## config.mk

```make
export PLATFORM = sky130hd
export DESIGN_NAME = mac16_accumulator
export DESIGN_NICKNAME = d
export VERILOG_FILES = /design/src/rtl/mac16_accumulator.sv
export SDC_FILE = /design/constraint.sdc
export NUM_CORES = 1
export LEC_CHECK = 0
export CORE_MARGIN = 2
export CORE_UTILIZATION = 50
export CTS_CLUSTER_SIZE = 8
export DETAILED_ROUTE_END_ITERATION = 10
export PLACE_DENSITY_LB_ADDON = 0.1
export SETUP_SLACK_MARGIN = 0.2
export SLEW_MARGIN = 40
export SYNTH_ARGS = -nofsm -noshare
export SYNTH_HDL_FRONTEND = slang
export SYNTH_SLANG_ARGS = --single-unit
```

## constraint.sdc

```tcl
create_clock -name clk -period 7.9 [get_ports clk]
set_input_delay 1.185 -clock clk [delete_from_list [all_inputs] [get_ports clk]]
set_output_delay 1.185 -clock clk [all_outputs]
set_load 0.01 [all_outputs]
```

## src/rtl/mac16_accumulator.sv

```systemverilog
// mac16_accumulator
// Accumulation stage behind the 16x16 multiplier. It registers each unsigned
// 32-bit product in a one-entry input stage. A small FSM (IDLE/ACCUM/HOLD)
// adds the product into an ACC_W-bit accumulator. When the last product of a
// frame arrives, the frame sum and term count are held until the consumer
// takes them.
//
// Build option:
//   SATURATE_EN  when defined, the sum clamps to all-ones on overflow.
//                When undefined, the sum wraps and the overflow flag is sticky.
//
// ACC_W must be at least 32 so that a single product fits the accumulator.

module mac16_accumulator #(
  parameter int ACC_W = 40,
  parameter int CNT_W = 8
) (
  input  logic             clk,
  input  logic             rst,
  input  logic [31:0]      prod,
  input  logic             prod_valid,
  input  logic             prod_last,
  output logic             prod_ready,
  output logic [ACC_W-1:0] acc_out,
  output logic [CNT_W-1:0] acc_count,
  output logic             acc_ovf,
  output logic             acc_valid,
  input  logic             acc_ready
);

  typedef enum logic [1:0] {
    ST_IDLE  = 2'd0,
    ST_ACCUM = 2'd1,
    ST_HOLD  = 2'd2
  } state_e;

  localparam logic [CNT_W-1:0] CNT_MAX = {CNT_W{1'b1}};
  localparam logic [CNT_W-1:0] CNT_ONE = CNT_W'(1);

  // FSM state
  state_e state_q;
  state_e state_d;

  // Stage 1 input register
  logic        s1_valid_q;
  logic        s1_valid_d;
  logic [31:0] s1_prod_q;
  logic [31:0] s1_prod_d;
  logic        s1_last_q;
  logic        s1_last_d;

  // Accumulator registers; these drive the result ports directly
  logic [ACC_W-1:0] acc_q;
  logic [ACC_W-1:0] acc_d;
  logic [CNT_W-1:0] cnt_q;
  logic [CNT_W-1:0] cnt_d;
  logic             ovf_q;
  logic             ovf_d;

  // Handshake and arithmetic intermediates
  logic             s1_consume;
  logic             prod_accept;
  logic [ACC_W:0]   sum_wide;
  logic             sum_carry;
  logic [ACC_W-1:0] acc_add;
  logic             ovf_add;
  logic [CNT_W-1:0] cnt_inc;

  // Stage 1 drains into the FSM whenever a result is not being held
  always_comb begin
    s1_consume = 1'b0;
    if (s1_valid_q && (state_q != ST_HOLD)) begin
      s1_consume = 1'b1;
    end else begin
      s1_consume = 1'b0;
    end
  end

  // Input handshake: stage 1 is free if it is empty or emptying this cycle
  always_comb begin
    prod_ready  = 1'b0;
    prod_accept = 1'b0;
    if (rst) begin
      prod_ready = 1'b0;
    end else begin
      prod_ready = !s1_valid_q || s1_consume;
    end
    prod_accept = prod_valid && prod_ready;
  end

  // Stage 1 next value: load on accept, clear when drained, otherwise hold
  always_comb begin
    s1_valid_d = s1_valid_q;
    s1_prod_d  = s1_prod_q;
    s1_last_d  = s1_last_q;
    if (prod_accept) begin
      s1_valid_d = 1'b1;
      s1_prod_d  = prod;
      s1_last_d  = prod_last;
    end else if (s1_consume) begin
      s1_valid_d = 1'b0;
    end else begin
      s1_valid_d = s1_valid_q;
    end
  end

  // Widened add: the extra top bit is the carry-out of the accumulator
  always_comb begin
    sum_wide  = {1'b0, acc_q} + (ACC_W + 1)'(s1_prod_q);
    sum_carry = sum_wide[ACC_W];
    ovf_add   = ovf_q | sum_carry;
`ifdef SATURATE_EN
    // Once overflowed, the frame stays pinned at the maximum value
    if (ovf_q || sum_carry) begin
      acc_add = {ACC_W{1'b1}};
    end else begin
      acc_add = sum_wide[ACC_W-1:0];
    end
`else
    // Wrap modulo 2^ACC_W; the flag remembers any carry in the frame
    acc_add = sum_wide[ACC_W-1:0];
`endif
  end

  // Term counter increment that sticks at its maximum instead of wrapping
  always_comb begin
    cnt_inc = cnt_q;
    if (cnt_q == CNT_MAX) begin
      cnt_inc = cnt_q;
    end else begin
      cnt_inc = cnt_q + CNT_ONE;
    end
  end

  // Accumulator update: the first term of a frame restarts the sum, later terms add
  always_comb begin
    acc_d = acc_q;
    cnt_d = cnt_q;
    ovf_d = ovf_q;
    if (s1_consume) begin
      case (state_q)
        ST_IDLE: begin
          acc_d = ACC_W'(s1_prod_q);
          cnt_d = CNT_ONE;
          ovf_d = 1'b0;
        end
        ST_ACCUM: begin
          acc_d = acc_add;
          cnt_d = cnt_inc;
          ovf_d = ovf_add;
        end
        default: begin
          acc_d = acc_q;
          cnt_d = cnt_q;
          ovf_d = ovf_q;
        end
      endcase
    end else begin
      acc_d = acc_q;
    end
  end

  // FSM next state: close the frame on the last term, reopen after the result is taken
  always_comb begin
    state_d = state_q;
    case (state_q)
      ST_IDLE, ST_ACCUM: begin
        if (s1_consume) begin
          if (s1_last_q) begin
            state_d = ST_HOLD;
          end else begin
            state_d = ST_ACCUM;
          end
        end else begin
          state_d = state_q;
        end
      end
      ST_HOLD: begin
        if (acc_ready) begin
          state_d = ST_IDLE;
        end else begin
          state_d = ST_HOLD;
        end
      end
      default: begin
        state_d = ST_IDLE;
      end
    endcase
  end

  // FSM outputs: the result is only valid while it is being held
  always_comb begin
    acc_valid = 1'b0;
    case (state_q)
      ST_HOLD:  acc_valid = 1'b1;
      default:  acc_valid = 1'b0;
    endcase
  end

  // The result ports read straight from the accumulator registers
  always_comb begin
    acc_out   = acc_q;
    acc_count = cnt_q;
    acc_ovf   = ovf_q;
  end

  // State register; reset discards any open frame and any held product
  always_ff @(posedge clk) begin
    if (rst) begin
      state_q    <= ST_IDLE;
      s1_valid_q <= 1'b0;
      s1_prod_q  <= 32'd0;
      s1_last_q  <= 1'b0;
      acc_q      <= {ACC_W{1'b0}};
      cnt_q      <= {CNT_W{1'b0}};
      ovf_q      <= 1'b0;
    end else begin
      state_q    <= state_d;
      s1_valid_q <= s1_valid_d;
      s1_prod_q  <= s1_prod_d;
      s1_last_q  <= s1_last_d;
      acc_q      <= acc_d;
      cnt_q      <= cnt_d;
      ovf_q      <= ovf_d;
    end
  end

endmodule

```

=== Word-level counts from Yosys, hierarchy flattened ===
Cells that the tools add are included.

* Output and inout bits: 51
* Logic and storage cells: 39
* Input bits: 37
* Register bits: 85

* Reductions and logical operators: 10
* Bitwise gates (word level): 1
* Eq/ne operators: 6
* Add/sub/neg operators: 2
* Multiplexer cells: 13

{| class="wikitable"
|+ Operator list
! kind !! count
|-
| case mux 40 bit (2 select lines) || 1
|-
| adder 40 x 32 -> 41 bit || 1
|-
| case mux 8 bit (2 select lines) || 1
|-
| adder 8 x 1 -> 8 bit (second input constant) || 1
|-
| equality test 8 bit (second input constant) || 1
|-
| 2-to-1 mux 8 bit || 1
|-
| 2-to-1 mux 2 bit || 3
|-
| inequality test 2 bit (second input constant) || 3
|-
| 2-to-1 mux 1 bit || 5
|-
| case mux 2 bit (2 select lines) || 1
|-
| nonzero test 2 bit || 2
|-
| AND reduction 3 bit || 1
|-
| equality test 2 x 1 -> 1 bit (second input constant) || 1
|-
| equality test 2 bit (second input constant) || 1
|-
| logical AND 1 bit || 2
|-
| logical NOT 2 bit || 1
|-
| case mux 1 bit (2 select lines) || 1
|-
| AND reduction 2 bit || 1
|-
| OR reduction 2 bit || 1
|-
| logical NOT 1 bit || 1
|-
| logical OR 1 bit || 1
|-
| OR 1 bit || 1
|}

=== Depth between registers and ports, before layout ===
Gate-level depths: netlist (run 1).

* Depth in word-level cells: 7
* Mapped depth: 11
* Gate-level depth less buffers: 11

=== Worst setup path after synthesis (run 1) ===
OpenSTA, ideal clock, no wires.

* Kind: reg-to-reg
* From: reg acc_q[0], in the netlist acc_out[0]
* To: reg acc_q[32], in the netlist acc_out[32]
* Cell stages (with the launch flop): 12
* Setup time: 69 ps
* Arrival time: 2621 ps
* Path buffers: 0
* Path slack: 5210 ps
* Clock period less this slack: 2690 ps
* Required time: 7831 ps
* Cell sequence: dfxtp_1 -> ha_1 -> inv_1 -> fa_1 -> nor2b_1 -> o31ai_1 -> a211oi_2 -> o2111ai_2 -> a211oi_2 -> o211ai_2 -> a2111o_1 -> o21ai_1

* Word-level cells in the longest chain between the ends: 2

{| class="wikitable"
|+ RTL lines
! what !! line !! text
|-
| from (decl) || 53 || <nowiki>logic [ACC_W-1:0] acc_q;</nowiki>
|-
| from (signal assigned) || 214 || <nowiki>acc_q <= {ACC_W{1'b0}};</nowiki>
|-
| adder 40 x 32 -> 41 bit || 109 || <nowiki>sum_wide = {1'b0, acc_q} + (ACC_W + 1)'(s1_prod_q);</nowiki>
|-
| case mux 40 bit (2 select lines) || 141 || <nowiki>case (state_q)</nowiki>
|}

No other way between the ends.
A chain may end at the register's enable or synchronous reset.

=== Worst setup path in the final report (run 1) ===
* From: in rst
* To: out prod_ready

* Word-level cells in the longest chain between the ends: 1

{| class="wikitable"
|+ RTL lines
! what !! line !! text
|-
| from (decl) || 19 || <nowiki>input logic rst,</nowiki>
|-
| 2-to-1 mux 1 bit || 83 || <nowiki>if (rst) begin</nowiki>
|-
| to (decl) || 23 || <nowiki>output logic prod_ready,</nowiki>
|}

No other way between the ends.

==> results of run 1 <==
-- path summary, 6_finish.rpt --
kind / from / depth (start not counted) / end
hold / removal: acc_ovf / 1 / acc_ovf
setup / recovery: rst / 4 / prod_ready
setup reg to reg: state_q[0] / 8 / acc_count[7]
hold reg to reg: acc_ovf / 1 / acc_ovf
-- cells in the mapped netlist (all sizes together) (3+ instances only) --
| cell | instances | share of area |
|---|---|---|
| nand2 | 114 | 0.080 |
| and3 | 10 | 0.012 |
| a211oi | 18 | 0.027 |
| nor3 | 13 | 0.012 |
| ha | 33 | 0.077 |
| a31oi | 15 | 0.018 |
| inv | 16 | 0.011 |
| a2111o | 3 | 0.0063 |
| xor2 | 9 | 0.015 |
| o211ai | 6 | 0.0094 |
| o221ai | 13 | 0.021 |
| buf | 3 | 0.0021 |
| or4 | 7 | 0.0098 |
| a2111oi | 3 | 0.0049 |
| nand4 | 11 | 0.014 |
| dfxtp | 85 | 0.32 |
| a21oi | 52 | 0.049 |
| nand2b | 3 | 0.0035 |
| or3 | 5 | 0.0068 |
| o31ai | 6 | 0.0094 |
| o21bai | 7 | 0.0098 |
| o21ai | 32 | 0.030 |
| o21a | 7 | 0.0098 |
| nor2 | 49 | 0.034 |
| nand3b | 35 | 0.049 |
| xnor2 | 15 | 0.025 |
| nor4 | 4 | 0.0047 |
| nor2b | 6 | 0.0070 |
| nand3 | 17 | 0.016 |
| clkbuf | 33 | 0.023 |
| and2 | 8 | 0.0094 |
| mux2i | 6 | 0.011 |
| a21o | 17 | 0.024 |
-- power groups by stage --
stage	registers [mW]	logic, mW	clock network, mW
3_5_place_dp	0.483	0.203	0
2_1_floorplan	0.480	0.129	0
4_1_cts	0.473	0.204	0.313
5_1_grt	0.476	0.225	0.330
6_report	0.473	0.205	0.304
3_3_place_gp	0.482	0.199	0
-- metal layers --
layer | track usage | vias to the layer above
met5 | 0 | -
met4 | 0.0687 | 0
met1 | 0.344 | 2525
met3 | 0.0660 | 17
met2 | 0.435 | 137
li1 | - | 2647
-- logic make-up (layout without fill, tap and decap cells) --
family          after synthesis  after routing  synth area share
simple gates                287            287             0.265
compound gates              196            196             0.248
flops                        85             85             0.318
buf+inv                      53            125            0.0374
fa+ha+maj                    34             34            0.0809
xor+xnor                     24             24            0.0393
mux                           6              6            0.0112
-- cell type report --
cell class / count / area, um^2
clock buffers: 11 / 141
clock inverters: 5 / 43.8
inverters: 17 / 63.8
fillers: 959 / 3890
flip-flops and latches: 85 / 1700
multi-input cells: 547 / 3460
well taps: 136 / 170
repair buffers: 92 / 903
-- flip-flops by register name, indices dropped and copies added (netlist names) --
register / cells
acc_count: 8
acc_out: 40
acc_ovf: 1
s1_last_q: 1
s1_prod_q: 32
s1_valid_q: 1
state_q: 2
-- metrics by stage --
stage               setup WS [ps]  instances  cell area (um^2)  power (mW)  utilization
finish                       4200        893              6480       0.983        0.625
global route                 4090        893              6480        1.03        0.625
CTS                          4190        893              6480       0.990        0.625
detailed placement           4210        877              6300       0.685        0.607
global placement             4250        877              6290       0.681        0.607
floorplan                    5210        685              5350       0.609            -
-- critical path: cells and delay by family --
family / cells / cell delay [ps]
buf+inv: 3 / 1010
compound gates: 1 / 320
==> flow_summary.toml, run 1 <==
[power]
internal-power_mw = 0.668
p_comb_frac = 0.208
leakage_nw = 2.65
p_sw_frac = 0.320
power_density_nw_per_um2 = 152
irDropWorstVdd_mv = 0.132
p_sw_mw = 0.314
seq_power_share = 0.482
clockPowerShare = 0.310

[logic_synthesis]
synth_warnings = 0
synth_ff_type = "dfxtp_1"
ys_seq_elements = 85
netlist_area_um2 = 5350
synth_edf_count = 0
synth-seq-area-share = 0.318
synth-async-reset-ratio = 0
synth_cells = 685
avgSynthCellArea_um2 = 7.81
synth_nets = 756
ys_types = 61

[clocking]
path_clk_slew_ps = 90
htree_levels = 3
tritoncts = "yes"
post_cts_resize_count = 0
clockBufferDepth = 2
root_buffer = "clkbuf_8"
cts_num_sinks = 85
numCtsBuffers = 9
postCtsSetupRepairBufs = 0
clkLatencyLatePin_ps = 400
hold_buffers = 0

[route]
postRouteAntennaNets = 0
wl_per_cell_um = 16.9
vias_per_cell = 5.96
maxUsedRoutingLayer = "met4"
drtIter0Drc = 297
vias = 5326
met3WireLength_um = 850
met2_wirelength_um = 7110
m1WireLength_um = 6940
drc = 0
totalWireLength_um = 15100
dr.pass1.iters = 7

[sta]
setup-tns-final_ps = 0
setup_violations = 0
fin_crit_ps = 3700
max_slew_margin = 0.447
fin_skew_ps = 13.7
slew_viol_final = 0
rsz0062_at_grt = "no"
hold_violations = 0
tightest_slew_ps = 826
fmax_ghz = 0.270
fin_crit_sh = 0.469
final.hold.worst_slack_ps = 472

[floorplanning]
die_y_um = 107
std_cell_rows = 37
coreArea_um2 = 10400
die_x_um = 107
initial_core_util = 0.516
die_area_um2 = 11500
io_pins = 88

[place]
gp_routability_congestion = 0.917
port_buffers = 87
place_hpwl_um = 10400

[final_layout]
final_nets = 823
diodes = 0
final_layout_size_suffix_gt1_frac = 0.0476
area_growth_pct = 21.1
final_common_cell = "nand2_1"
final_cell_mix = "113 x nand2_1, 86 x clkdlybuf4s50_1, 85 x dfxtp_1, 52 x a21oi_1, 49 x nor2_1"

[worst_setup_path]
start_kind = "input pin"
cp.required_ps = 6710
critical_path_arrival_ps = 2520
crit_slowest_cell = "clkdlybuf4s50_1"
critPathKind = "in2out"
cp-end-kind = "output pin"
cp_cell_sequence = "buf_2 -> buf_4 -> a21oi_1 -> clkdlybuf4s50_1"
rrSetupSlack_ps = 4550
path_max_fanout = 76
cpPeakStageDelay_ps = 590

[status]
status = "finished clean"

[global_routing]
grt_usage = 0.264
grt_overflow = 0
grt_antenna_before_repair = 0
grt_pass1_wl_um = 24000
grt_max_degree = 77
grt_pass1_vias = 4862

[min_path]
min-delay-path-class = "reg2reg"

[run]
cap_violations = 0
(Power assumes the default switching activity.)
==> run 2: changes to the inputs <==
Clock period 7.9 ns to 3.75 ns, I/O delays scaled along.
==> run 2 against run 1 <==
Compared with the run above: clock skew up 0.71 ps; critical path depth up 7; hold slack gained 3.4 ps; flip-flop and latch count stayed put; routed wire length up 3.6%; largest power group unchanged; worst setup slack worse by 3400 ps; power up 110%; via count up 0.39%; non-clock buffer count rose by 3; clock power increased by 110%; first-iteration DRC count is 21% higher.
==> flow_summary.toml, run 2 (synthesis gave the netlist of run 1 again) <==
[status]
status = "finished clean"

[sta]
tightest_slew_ps = 815
setup-tns-final_ps = 0
fmax_ghz = 0.336
rsz0062_at_grt = "no"
max_slew_margin = 0.455
fin_skew_ps = 14.4
fin_crit_ps = 2980
setup_violations = 0
final.hold.worst_slack_ps = 476
hold_violations = 0
fin_crit_sh = 0.794
slew_viol_final = 0

[floorplanning]
coreArea_um2 = 10400
initial_core_util = 0.516
die_y_um = 107
die_x_um = 107
die_area_um2 = 11500
io_pins = 88
std_cell_rows = 37

[final_layout]
num-fill-cells = 940
diodes = 0
final_common_cell = "nand2_1"
final_cell_mix = "114 x nand2_1, 86 x clkdlybuf4s50_1, 85 x dfxtp_1, 52 x a21oi_1, 49 x nor2_1"
area_growth_pct = 21.4
stdcell_count = 896
multi_input_area_um2 = 3450
register_area_um2 = 1700
final_layout_size_suffix_gt1_frac = 0.0487
largest_reg_flops = 40
final_nets = 826

[route]
totalWireLength_um = 15600
dr.pass1.iters = 5
wl_per_cell_um = 17.4
drc = 0
postRouteAntennaNets = 0
vias_per_cell = 5.97
vias = 5347
drtIter0Drc = 360

[power]
irDropWorstVdd_mv = 0.272
power_density_nw_per_um2 = 319
leakage_nw = 2.67

[place]
gp_routability_congestion = 0.920
place_hpwl_um = 11000
port_buffers = 87
placedCellCount = 880

[worst_setup_path]
path_common_cell = "a211oi_2"
path_max_fanout = 8
critPathKind = "reg2reg"
cp_top_family = "compound AO/OA/AOI/OAI gates"
cpPeakStageDelay_ps = 450
cp_cell_sequence = "ha_1 -> inv_1 -> fa_1 -> nor2b_1 -> o31ai_1 -> a211oi_2 -> o2111ai_2 -> a211oi_2 -> o211ai_2 -> a2111o_1 -> o21ai_1"
critical_path_arrival_ps = 3280
crit_slowest_cell = "a2111o_1"
critPathBufInv = 1
start_kind = "flop"
cp-end-kind = "flop"
cp.required_ps = 4060

[clocking]
path_clk_slew_ps = 100
postCtsSetupRepairBufs = 0
post_cts_resize_count = 0
clockBufferDepth = 2
numCtsBuffers = 9
clkLatencyLatePin_ps = 370
cts_num_sinks = 85
hold_buffers = 0
tritoncts = "yes"
root_buffer = "clkbuf_8"
htree_levels = 3

[run]
cap_violations = 0

[global_routing]
grt_max_degree = 67
grt_overflow = 0
grt_pass1_wl_um = 26100
grt_usage = 0.280
grt_pass1_vias = 5289
grt_antenna_before_repair = 0

[min_path]
min-delay-path-class = "reg2reg"
==> run 2: changes by cell type in the layout (fill, tap and decap cells not counted), sizes merged <==
cell and change:
buf +3, clkinv +1, clkinvlp -1
==> run 2: where the power goes <==
part           internal, mW  total (mW)  switching (mW)
registers             0.950       0.993          0.0429
clock network         0.267       0.636           0.369
logic                 0.193       0.444           0.250
total                  1.41        2.07           0.662
==> run 2: cell type report <==
class	instances	area share
flip-flops and latches	85	0.262
well taps	136	0.0262
multi-input cells	547	0.531
inverters	17	0.00982
repair buffers	95	0.142
clock inverters	5	0.00655
clock buffers	11	0.0218
==> run 2: final timing paths <==
| check | start | to | slack [ps] | depth (start not counted) |
|---|---|---|---|---|
| max | acc_out[0] | acc_out[32] | 770 | 11 |
| min | acc_out[18] | acc_out[18] | 480 | 2 |
| max reg2reg | acc_out[0] | acc_out[32] | 770 | 11 |
| min reg2reg | acc_out[18] | acc_out[18] | 480 | 2 |
==> run 2: stage by stage <==
step	total power, mW	instance area (um^2)	setup WS (ps)	utilization
2_1_floorplan	1.28	5350	1060	-
3_3_place_gp	1.44	6310	957	0.609
3_5_place_dp	1.45	6310	849	0.609
4_1_cts	2.08	6500	810	0.627
5_1_grt	2.17	6500	426	0.627
6_report	2.07	6500	772	0.627
==> run 2: layer usage <==
metal | global-route usage | vias up | routed length, um
li1 | - | 2645 | -
met1 | 0.369 | 2514 | 7040
met2 | 0.469 | 168 | 7520
met3 | 0.0484 | 20 | 860
met4 | 0.0870 | 0 | 212
met5 | 0 | - | 0
==> run 2: worst min-delay path, stage by stage, from the launching register on <==
cell and delay, ps:
dfxtp_1 330, nand2_1 60, a21oi_1 50
